--- config.mk ---
export PLATFORM = sky130hd
export DESIGN_NAME = serial_adder
export DESIGN_NICKNAME = d
export VERILOG_FILES = /design/src/rtl/serial_adder.sv
export SDC_FILE = /design/constraint.sdc
export NUM_CORES = 1
export LEC_CHECK = 0
export CAP_MARGIN = 20
export CORE_UTILIZATION = 45
export CTS_BUF_LIST = sky130_fd_sc_hd__clkbuf_8
export DETAILED_ROUTE_END_ITERATION = 10
export HOLD_SLACK_MARGIN = 0.05
export PLACE_DENSITY = 0.78
export SYNTH_ARGS = -nofsm -noshare
export SYNTH_HDL_FRONTEND = slang
export SYNTH_SLANG_ARGS = --single-unit
--- constraint.sdc ---
create_clock -name clk -period 1.29 [get_ports clk]
set_input_delay 0.129 -clock clk [delete_from_list [all_inputs] [get_ports clk]]
set_output_delay 0.129 -clock clk [all_outputs]
set_load 0.03 [all_outputs]
--- src/rtl/serial_adder.sv ---
// Bit-serial adder: adds a + b + c, DIGIT bits per clock, through one DIGIT-wide ripple cell.
// Optional SERIAL_ADDER_OVF_EN adds a registered signed-overflow output ovf.
module serial_adder #(
  parameter int WIDTH = 8,
  parameter int DIGIT = 1
) (
  input  logic             clk,
  input  logic             rst,
  input  logic             start,
  input  logic [WIDTH-1:0] a,
  input  logic [WIDTH-1:0] b,
  input  logic             c,
  output logic             ready,
  output logic             busy,
  output logic             done,
  output logic [WIDTH-1:0] sum,
  output logic             carry
`ifdef SERIAL_ADDER_OVF_EN
  ,
  output logic             ovf
`endif
);

  localparam int STEPS = (DIGIT > 0) ? WIDTH / DIGIT : 1;
  localparam int KW    = (STEPS > 1) ? $clog2(STEPS) : 1;

  generate
    if (WIDTH < 1 || DIGIT < 1 || (WIDTH % DIGIT) != 0) begin : g_bad_cfg
      $error("serial_adder: WIDTH must be a positive multiple of DIGIT");
    end
  endgenerate

  typedef enum logic [1:0] {S_IDLE, S_RUN, S_DONE} state_t;

  state_t           state;
  logic [WIDTH-1:0] opa, opb, wsum, wsum_nx;
  logic             cr;
  logic [KW-1:0]    k;
  logic [DIGIT-1:0] ds;
  logic [DIGIT:0]   cc;

  // Operands shift right each step, so the current digit always sits at the bottom.
  assign cc[0] = cr;
  for (genvar i = 0; i < DIGIT; i++) begin : g_cell
    assign ds[i]   = opa[i] ^ opb[i] ^ cc[i];
    assign cc[i+1] = (opa[i] & opb[i]) | (cc[i] & (opa[i] ^ opb[i]));
  end

  // Working sum fills from the top; after STEPS shifts the digits are in place.
  if (STEPS == 1) begin : g_one
    assign wsum_nx = ds;
  end else begin : g_many
    assign wsum_nx = {ds, wsum[WIDTH-1:DIGIT]};
  end

  always_ff @(posedge clk) begin
    if (rst) begin
      state <= S_IDLE;
      opa   <= '0;
      opb   <= '0;
      cr    <= 1'b0;
      k     <= '0;
      wsum  <= '0;
      ready <= 1'b1;
      busy  <= 1'b0;
      done  <= 1'b0;
      sum   <= '0;
      carry <= 1'b0;
`ifdef SERIAL_ADDER_OVF_EN
      ovf   <= 1'b0;
`endif
    end else begin
      done <= 1'b0;
      unique case (state)
        S_IDLE, S_DONE: begin
          if (start) begin
            opa   <= a;
            opb   <= b;
            cr    <= c;
            k     <= '0;
            state <= S_RUN;
            ready <= 1'b0;
            busy  <= 1'b1;
          end else begin
            state <= S_IDLE;
            ready <= 1'b1;
          end
        end
        S_RUN: begin
          opa  <= opa >> DIGIT;
          opb  <= opb >> DIGIT;
          cr   <= cc[DIGIT];
          wsum <= wsum_nx;
          k    <= k + 1'b1;
          if (k == KW'(STEPS - 1)) begin
            sum   <= wsum_nx;
            carry <= cc[DIGIT];
`ifdef SERIAL_ADDER_OVF_EN
            ovf   <= cc[DIGIT] ^ cc[DIGIT-1];
`endif
            state <= S_DONE;
            busy  <= 1'b0;
            ready <= 1'b1;
            done  <= 1'b1;
          end
        end
        default: state <= S_IDLE;
      endcase
    end
  end

endmodule

==> results of run 1 <==
-- synthesized netlist by cell type, types with 2 or more instances --
library cell,count,share of area [%]
sky130_fd_sc_hd__a21oi_1,36,11
sky130_fd_sc_hd__a22oi_1,4,1.8
sky130_fd_sc_hd__a22oi_2,11,8.2
sky130_fd_sc_hd__buf_2,2,0.60
sky130_fd_sc_hd__buf_4,7,3.1
sky130_fd_sc_hd__buf_6,2,1.3
sky130_fd_sc_hd__clkbuf_1,5,1.1
sky130_fd_sc_hd__dfxtp_1,41,49
sky130_fd_sc_hd__ha_1,2,1.5
sky130_fd_sc_hd__nand2_1,36,8.1
sky130_fd_sc_hd__nand2b_1,4,1.5
sky130_fd_sc_hd__nand3_1,20,6.0
sky130_fd_sc_hd__nand3b_1,2,0.90
sky130_fd_sc_hd__nor2_1,4,0.90
-- tightest hold or removal path, stage by stage --
cell and delay (ps):
sky130_fd_sc_hd__clkdlybuf4s50_1 400, sky130_fd_sc_hd__nand2_1 60, sky130_fd_sc_hd__a21oi_1 50
-- worst paths after layout --
kind | from | endpoint | slack (ps) | depth (start not counted)
worst min-delay path | a[7] | opa[7] | 400 | 3
worst max-delay path | k[0] | carry | 60 | 6
worst max register to register | k[0] | carry | 60 | 6
worst min register to register | sum[5] | sum[5] | 460 | 2
-- stage by stage --
step / setup TNS [ps] / std cells / hold slack, ps / utilization, %
2_1_floorplan: 0 / 184 / 265 / -
3_3_place_gp: 0 / 255 / 444 / 59.5
3_5_place_dp: -70.0 / 255 / 449 / 59.5
4_1_cts: 0 / 262 / 395 / 61.6
5_1_grt: 0 / 263 / 425 / 63.4
6_report: 0 / 263 / 396 / 63.4
-- sequential cells by signal, indices dropped and copies added (netlist names), 2 cells and up --
signal,flops
sum,8
state,2
opb,8
opa,8
k,3
wsum,7
-- final cells by class --
| cell class | count | share of cell area (%) |
|---|---|---|
| Sequential cell | 41 | 37.7 |
| Multi-Input combinational cell | 126 | 35.4 |
| Timing Repair Buffer | 43 | 20.3 |
| Clock buffer | 6 | 3.78 |
| Tap cell | 46 | 2.64 |
| Clock inverter | 1 | 0.172 |
-- where the power goes --
part           switching [W]  leakage, nW  internal (W)
Clock               0.000406       0.0485      0.000416
Sequential         0.0000362        0.335       0.00132
Combinational       0.000166        0.422      0.000160
Total               0.000608        0.805       0.00189
-- cells by family (layout without fill, tap and decap cells) --
logic type | after synthesis | in the layout | share of synthesized area, %
DFF | 41 | 41 | 49.1
and+or+nand+nor | 69 | 69 | 18.7
buffers and inverters | 17 | 50 | 7.42
AOI/OAI and AO/OA | 54 | 54 | 22.0
adders and majority gates | 3 | 3 | 2.70
-- metal layers --
layer	track usage, %	part of all wire, %	up-vias
met5	0	0	-
met4	8.72	1.2	0
met1	22.8	48	626
met3	5.84	5.0	4
li1	-	-	698
met2	29.7	46	35
-- what timing repair did --
| action | in CTS | in global routing |
|---|---|---|
| pin swaps | 0 | 0 |
| endpoints found under the setup margin | 21 | 10 |
| resized for setup | 13 | 15 |
| hold buffers | 0 | 0 |
| setup buffers | 0 | 0 |
| cloned | 0 | 1 |
==> impl_metrics.toml, run 1 <==
[run_status]
outcome = "complete, no violations"

[route]
detail_route.vias_per_cell = 5.18
drtAntennaViolNets = 0
drt-total-wl_um = 3450
first_pass_iters = 4
detail_route.drc_violations = 0
avgRoutedWirePerCell_um = 13.1
via_count = 1363
first_iter_violations = 89

[timing]
worst-slew-pin-transition_ps = 306
slew_viol_final = 0
fin_worst_skew_ps = 2.21
finalHoldViolations = 0
maxClockFrequency_ghz = 0.811
fin_ws_ps = 56.6
worst_slew_margin_rel_pct = 79.7
unrepaired_setup_endpoints_after_global_routing = "false"
crit_path_time_final_ps = 1230
fin_crit_share_pct = 95.6
report.final.setup_viol = 0

[critical_path]
worst_path_largest_cell_delay_ps = 340
critPathArrivalTime_ps = 1410
path_common_cell = "sky130_fd_sc_hd__ha_4"
setup.worst_path.class = "reg2reg"
cp_max_fo = 5
cpMaxStageDelayCell = "sky130_fd_sc_hd__dfxtp_2"
crit_family = "flip-flops"
category_of_the_worst_setup_path_capture_point = "register"
critical_path_required_ps = 1470
critical_path.startpoint_type = "register"
worstPathCellList = "ha_4, ha_4, and3b_2, buf_6, nand2_1, a21oi_2"
buffer_and_inverter_count_on_the_worst_path = 1

[final_layout]
area.sequential_um2 = 823
layout.cell_area.non_filler_um2 = 2180
antenna_cells_inserted = 0
multi_input_comb_area_um2 = 772
final_net_count = 240
layout-drive-gt1-share_pct = 18.4
mostFrequentLayoutCell = "sky130_fd_sc_hd__dfxtp_1"
synthToLayoutAreaGrowth_pct = 30.6
filler_cell_count = 284
final_cell_mix = "sky130_fd_sc_hd__dfxtp_1, sky130_fd_sc_hd__nand2_1, sky130_fd_sc_hd__a21oi_1"

[place]
detail_placement_hpwl_um = 2110
pre_cts_setup_slack_ps = -21.9
gpl.final_weighted_congestion = 0.695
place.port_buffers = 31
placed_area_um2 = 2050

[die]
start_util_pct = 48.5
core_area_um2 = 3440
design.die.area_um2 = 3960
floorplan.io_pins = 32
chipWidth_um = 62.9
die_y_um = 62.9
number_of_standard_cell_rows_in_the_floorplan = 21

[grt]
maximum_number_of_pins_on_one_net_before_global_route_repair = 42
grt_antenna_before_repair = 0
grt_overflow_total = 0
grt.total_usage_pct = 18.7
grt_pass1_vias = 1307
grt_pass1_wl_um = 5740

[clocking]
cts.clk_slew.worst_paths_ps = 70
clock_path_buffers = 2
worst_skew_pair.late_latency_ps = 290
clock_sinks = 41
clockRootBuffer = "sky130_fd_sc_hd__clkbuf_8"
tritoncts.num_buffers = 5
cts_tree = "yes"
h-tree-depth = 2

[synth]
ys_seq_area_share_pct = 49.1
async_flop_share_pct = 0
synth-edff-count = 0
synth_flop_cell = "sky130_fd_sc_hd__dfxtp_1"
synth_seq_cells = 41
synth.avg_cell_area_um2 = 9.08
ys_warn_count = 0
netlist-cell-type-count = 22
synth.cell_area_um2 = 1670
net_count_after_synthesis = 207
post_synth_inst_count = 184

[min_path]
timing.hold.worst.class = "in2reg"

[power_and_ir_drop]
p_leak_nw = 0.805
vdd_drop_max_mv = 0.898
fin_total_pwr_w = 0.00250
power.density_nw_per_um2 = 1150

[run]
cap_viol_max_count = 0
(Power assumes the default switching activity.)
==> inputs of run 2 (changes only) <==
Settings changed: CORE_ASPECT_RATIO set to 0.9.
==> impl_metrics.toml, run 2 (same netlist as run 1, synthesis figures left out) <==
[route]
drt-total-wl_um = 3220
first_pass_iters = 4
via_count = 1376
avgRoutedWirePerCell_um = 12.4
first_iter_violations = 92
drtAntennaViolNets = 0
detail_route.vias_per_cell = 5.29
detail_route.drc_violations = 0

[timing]
maxClockFrequency_ghz = 0.804
fin_crit_share_pct = 96.5
finalHoldViolations = 0
fin_worst_skew_ps = 2.37
slew_viol_final = 0
worst-slew-pin-transition_ps = 310
unrepaired_setup_endpoints_after_global_routing = "false"
report.final.setup_viol = 0
worst_slew_margin_rel_pct = 79.4
whs_ps = 380
crit_path_time_final_ps = 1240

[clocking]
clock_path_buffers = 2
post_cts_hold_buffer_count = 0
cts_tree = "yes"
tritoncts.num_buffers = 5
worst_skew_pair.late_latency_ps = 290
h-tree-depth = 2
clockRootBuffer = "sky130_fd_sc_hd__clkbuf_8"
clock_sinks = 41
cts.clk_slew.worst_paths_ps = 70

[min_path]
timing.hold.worst.class = "in2reg"

[place]
gpl.final_weighted_congestion = 0.714
place.port_buffers = 31
detail_placement_hpwl_um = 2040

[critical_path]
cp_max_fo = 9
category_of_the_worst_setup_path_capture_point = "register"
critPathArrivalTime_ps = 1430
setup.worst_path.class = "reg2reg"
critical_path.startpoint_type = "register"
critical_path_required_ps = 1470

[power_and_ir_drop]
intPower_w = 0.00190
netSwitchingFraction_pct = 24.4
comb_power_share_pct = 13.0
p_leak_nw = 0.796
vdd_drop_max_mv = 0.749
net_load_switching_power_w = 0.000610
power.density_nw_per_um2 = 1180
power.share.sequential_pct = 53.9
fin_total_pwr_w = 0.00251
power.share.clock_pct = 33.1

[die]
number_of_standard_cell_rows_in_the_floorplan = 20
core_area_um2 = 3450
start_util_pct = 48.4
design.die.area_um2 = 3960
chipWidth_um = 66.2
die_y_um = 59.8
floorplan.io_pins = 32

[grt]
grt_antenna_before_repair = 0
grt_pass1_vias = 1225
grt.total_usage_pct = 18.1
global_route.usage.met3_pct = 6.30
grt_pass1_wl_um = 5290
groute.layer.met2.usage_pct = 29.3
maximum_number_of_pins_on_one_net_before_global_route_repair = 42
grt_overflow_total = 0
use_met1_pct = 21.7
globalRoute.busiestLayer = "met2"

[final_layout]
final_cell_mix = "sky130_fd_sc_hd__dfxtp_1, sky130_fd_sc_hd__nand2_1, sky130_fd_sc_hd__a21oi_1"
layout-drive-gt1-share_pct = 14.8
area.sequential_um2 = 823
final_net_count = 239
antenna_cells_inserted = 0
largestRegisters = "opa x8, opb x8, sum x8"
multi_input_comb_area_um2 = 729
filler_cell_count = 310
mostFrequentLayoutCell = "sky130_fd_sc_hd__dfxtp_1"
synthToLayoutAreaGrowth_pct = 27.0

[run]
cap_viol_max_count = 0

[run_status]
outcome = "complete, no violations"
run 2: cell count changes in the layout (fill, tap and decap cells not counted), sizes merged:
cell	delta
buf	-1
run 2: timing repair:
item | CTS | global route
pin swaps | 0 | 1
setup endpoints to repair | 12 | 27
endpoints found under the hold margin | 0 | 0
buffers inserted | 0 | 0
gates resized for setup | 12 | 4
run 2: power by group through the flow:
stage / Combinational (W) / Sequential (W) / Clock, W
2_1_floorplan: 0.000208 / 0.00138 / 0
3_3_place_gp: 0.000325 / 0.00138 / 0
3_5_place_dp: 0.000329 / 0.00138 / 0
4_1_cts: 0.000327 / 0.00135 / 0.000848
5_1_grt: 0.000352 / 0.00136 / 0.000901
6_report: 0.000325 / 0.00135 / 0.000830
run 2: worst max-delay path, stage by stage (launching register included):
cell                      delay [ps]
sky130_fd_sc_hd__dfxtp_2         320
sky130_fd_sc_hd__ha_1            190
sky130_fd_sc_hd__ha_2            180
sky130_fd_sc_hd__and3b_1         160
sky130_fd_sc_hd__buf_4           160
sky130_fd_sc_hd__nand2_1          70
sky130_fd_sc_hd__a21oi_1          50
run 2: layout make-up:
| cell class | count | share of cell area [%] |
|---|---|---|
| clock buffers | 6 | 3.89 |
| flip-flops and latches | 41 | 38.8 |
| multi-input cells | 126 | 34.4 |
| well taps | 44 | 2.59 |
| repair buffers | 42 | 20.2 |
| clock inverters | 1 | 0.177 |
run 2: worst paths after layout:
kind,slack (ps),end,startpoint,cells after the start
worst max-delay path,50,sum[2],k[0],6
worst min-delay path,380,opa[7],a[7],3
worst max register to register,50,sum[2],k[0],6
worst min register to register,450,sum[4],sum[4],2
run 2: per-stage QoR:
step | worst slack [ps] | instance area, um2 | setup TNS (ps) | utilization, % | std cells
floorplan | 49.7 | 1670 | 0 | - | 184
global placement | 6.71 | 2040 | 0 | 59.2 | 253
detailed placement | -62.4 | 2040 | -117 | 59.2 | 253
CTS | 13.3 | 2120 | 0 | 61.3 | 260
global route | 1.72 | 2120 | 0 | 61.4 | 260
finish | 45.6 | 2120 | 0 | 61.4 | 260
run 2: routing by layer:
| layer | wire length (um) | vias to the layer above |
|---|---|---|
| met4 | 53 | 0 |
| li1 | - | 695 |
| met3 | 158 | 4 |
| met1 | 1550 | 640 |
| met5 | 0 | - |
| met2 | 1450 | 37 |
==> inputs of run 3 (changes only) <==
Settings changed: PLACE_DENSITY 0.78 to 0.76.
Clock period 1.29 ns to 1.4 ns, I/O delays scaled along.
==> impl_metrics.toml, run 3 (same netlist as run 1, synthesis figures left out) <==
[run_status]
outcome = "complete, no violations"

[clocking]
worst_skew_pair.late_latency_ps = 290
clock_path_buffers = 2
clockRootBuffer = "sky130_fd_sc_hd__clkbuf_8"
post_cts.resized_instances = 12
tritoncts.num_buffers = 5
post-cts-setup-buffers = 0
cts_tree = "yes"
post_cts_hold_buffer_count = 0
h-tree-depth = 2
cts.clk_slew.worst_paths_ps = 80
clock_sinks = 41

[critical_path]
category_of_the_worst_setup_path_capture_point = "register"
setup.worst_path.class = "reg2reg"
critical_path.startpoint_type = "register"
cp_max_fo = 12
critical_path_required_ps = 1620
critPathArrivalTime_ps = 1470

[final_layout]
mostFrequentLayoutCell = "sky130_fd_sc_hd__dfxtp_1"
final_cell_mix = "sky130_fd_sc_hd__dfxtp_1, sky130_fd_sc_hd__nand2_1, sky130_fd_sc_hd__a21oi_1"
layout-drive-gt1-share_pct = 13.4
final_net_count = 238
synthToLayoutAreaGrowth_pct = 26.4
largestRegisters = "opa x8, opb x8, sum x8"
filler_cell_count = 313
antenna_cells_inserted = 0
layout.cell_area.non_filler_um2 = 2110

[die]
floorplan.io_pins = 32
start_util_pct = 48.4
core_area_um2 = 3450
number_of_standard_cell_rows_in_the_floorplan = 20
design.die.area_um2 = 3960
chipWidth_um = 66.2
die_y_um = 59.8

[route]
drtAntennaViolNets = 0
avgRoutedWirePerCell_um = 12.2
detail_route.vias_per_cell = 5.20
first_pass_iters = 4
first_iter_violations = 69
detail_route.drc_violations = 0
drt-total-wl_um = 3160
via_count = 1351

[min_path]
timing.hold.worst.class = "in2reg"

[place]
placed_area_um2 = 2040
detail_placement_hpwl_um = 1990
place.port_buffers = 31
gpl.final_weighted_congestion = 0.652

[timing]
finalHoldViolations = 0
fin_crit_share_pct = 89.2
worst_slew_margin_rel_pct = 79.7
slew_viol_final = 0
fin_worst_skew_ps = 4.51
worst-slew-pin-transition_ps = 305
tns_ps = 0
report.final.setup_viol = 0
unrepaired_setup_endpoints_after_global_routing = "false"
maxClockFrequency_ghz = 0.801
crit_path_time_final_ps = 1250

[power_and_ir_drop]
p_leak_nw = 0.795
power.density_nw_per_um2 = 1070
vdd_drop_max_mv = 0.647

[grt]
grt_pass1_wl_um = 5410
grt_pass1_vias = 1240
maximum_number_of_pins_on_one_net_before_global_route_repair = 42
grt_antenna_before_repair = 0
grt.total_usage_pct = 18.1
grt_overflow_total = 0

[run]
cap_viol_max_count = 0
[run 3: cell types whose count changed in the layout (fill, tap and decap cells not counted)]
cell	before	now
sky130_fd_sc_hd__buf_4	7	5
sky130_fd_sc_hd__clkinv_2	0	2
sky130_fd_sc_hd__dfxtp_1	39	41
sky130_fd_sc_hd__dfxtp_2	2	0
sky130_fd_sc_hd__and2b_1	0	1
sky130_fd_sc_hd__and2b_2	1	0
sky130_fd_sc_hd__buf_6	0	1
sky130_fd_sc_hd__clkbuf_8	6	5
[run 3: path summary, 6_finish.rpt]
| path | cells after the start | end | slack (ps) | startpoint |
|---|---|---|---|---|
| max | 6 | sum[0] | 150 | k[0] |
| min | 3 | opa[7] | 390 | a[7] |
| max reg2reg | 6 | sum[0] | 150 | k[0] |
| min reg2reg | 2 | sum[6] | 450 | sum[6] |
[run 3: critical path, cell delays in order (launching register included)]
cell	delay [ps]
sky130_fd_sc_hd__dfxtp_1	320
sky130_fd_sc_hd__ha_1	200
sky130_fd_sc_hd__ha_2	190
sky130_fd_sc_hd__nand3b_1	140
sky130_fd_sc_hd__buf_12	140
sky130_fd_sc_hd__nand2_1	50
sky130_fd_sc_hd__a21oi_1	130
[run 3: area by class of cell]
class                           instances  area (um2)  area share, %
Tap cell                               44        55.1           2.61
Sequential cell                        41         821           38.9
Clock buffer                            5        68.8           3.26
Clock inverter                          3        13.8          0.652
Multi-Input combinational cell        126         728           34.5
Timing Repair Buffer                   41         424           20.1
[run 3: report_power, final]
group	leakage (nW)	switching [W]	internal [W]	total, W
logic	0.411	0.000151	0.000146	0.000297
registers	0.334	0.0000293	0.00121	0.00124
clock network	0.0491	0.000383	0.000338	0.000721
[run 3: per-layer routing]
metal | GRT usage, % | vias to the layer above | routed length, um
li1 | - | 692 | -
met1 | 23.4 | 619 | 1580
met2 | 28.6 | 33 | 1360
met3 | 4.58 | 7 | 156
met4 | 8.21 | 0 | 57
met5 | 0 | - | 0
[run 3: per-stage QoR]
stage / hold WS [ps] / cells / setup WS, ps / utilization [%] / power, W
finish: 395 / 260 / 151 / 61.1 / 0.00226
global route: 392 / 260 / 29.0 / 61.1 / 0.00237
CTS: 386 / 260 / 95.8 / 60.9 / 0.00229
detailed placement: 449 / 252 / 85.9 / 59.0 / 0.00157
global placement: 445 / 252 / 91.0 / 59.0 / 0.00157
floorplan: 276 / 184 / 160 / - / 0.00146
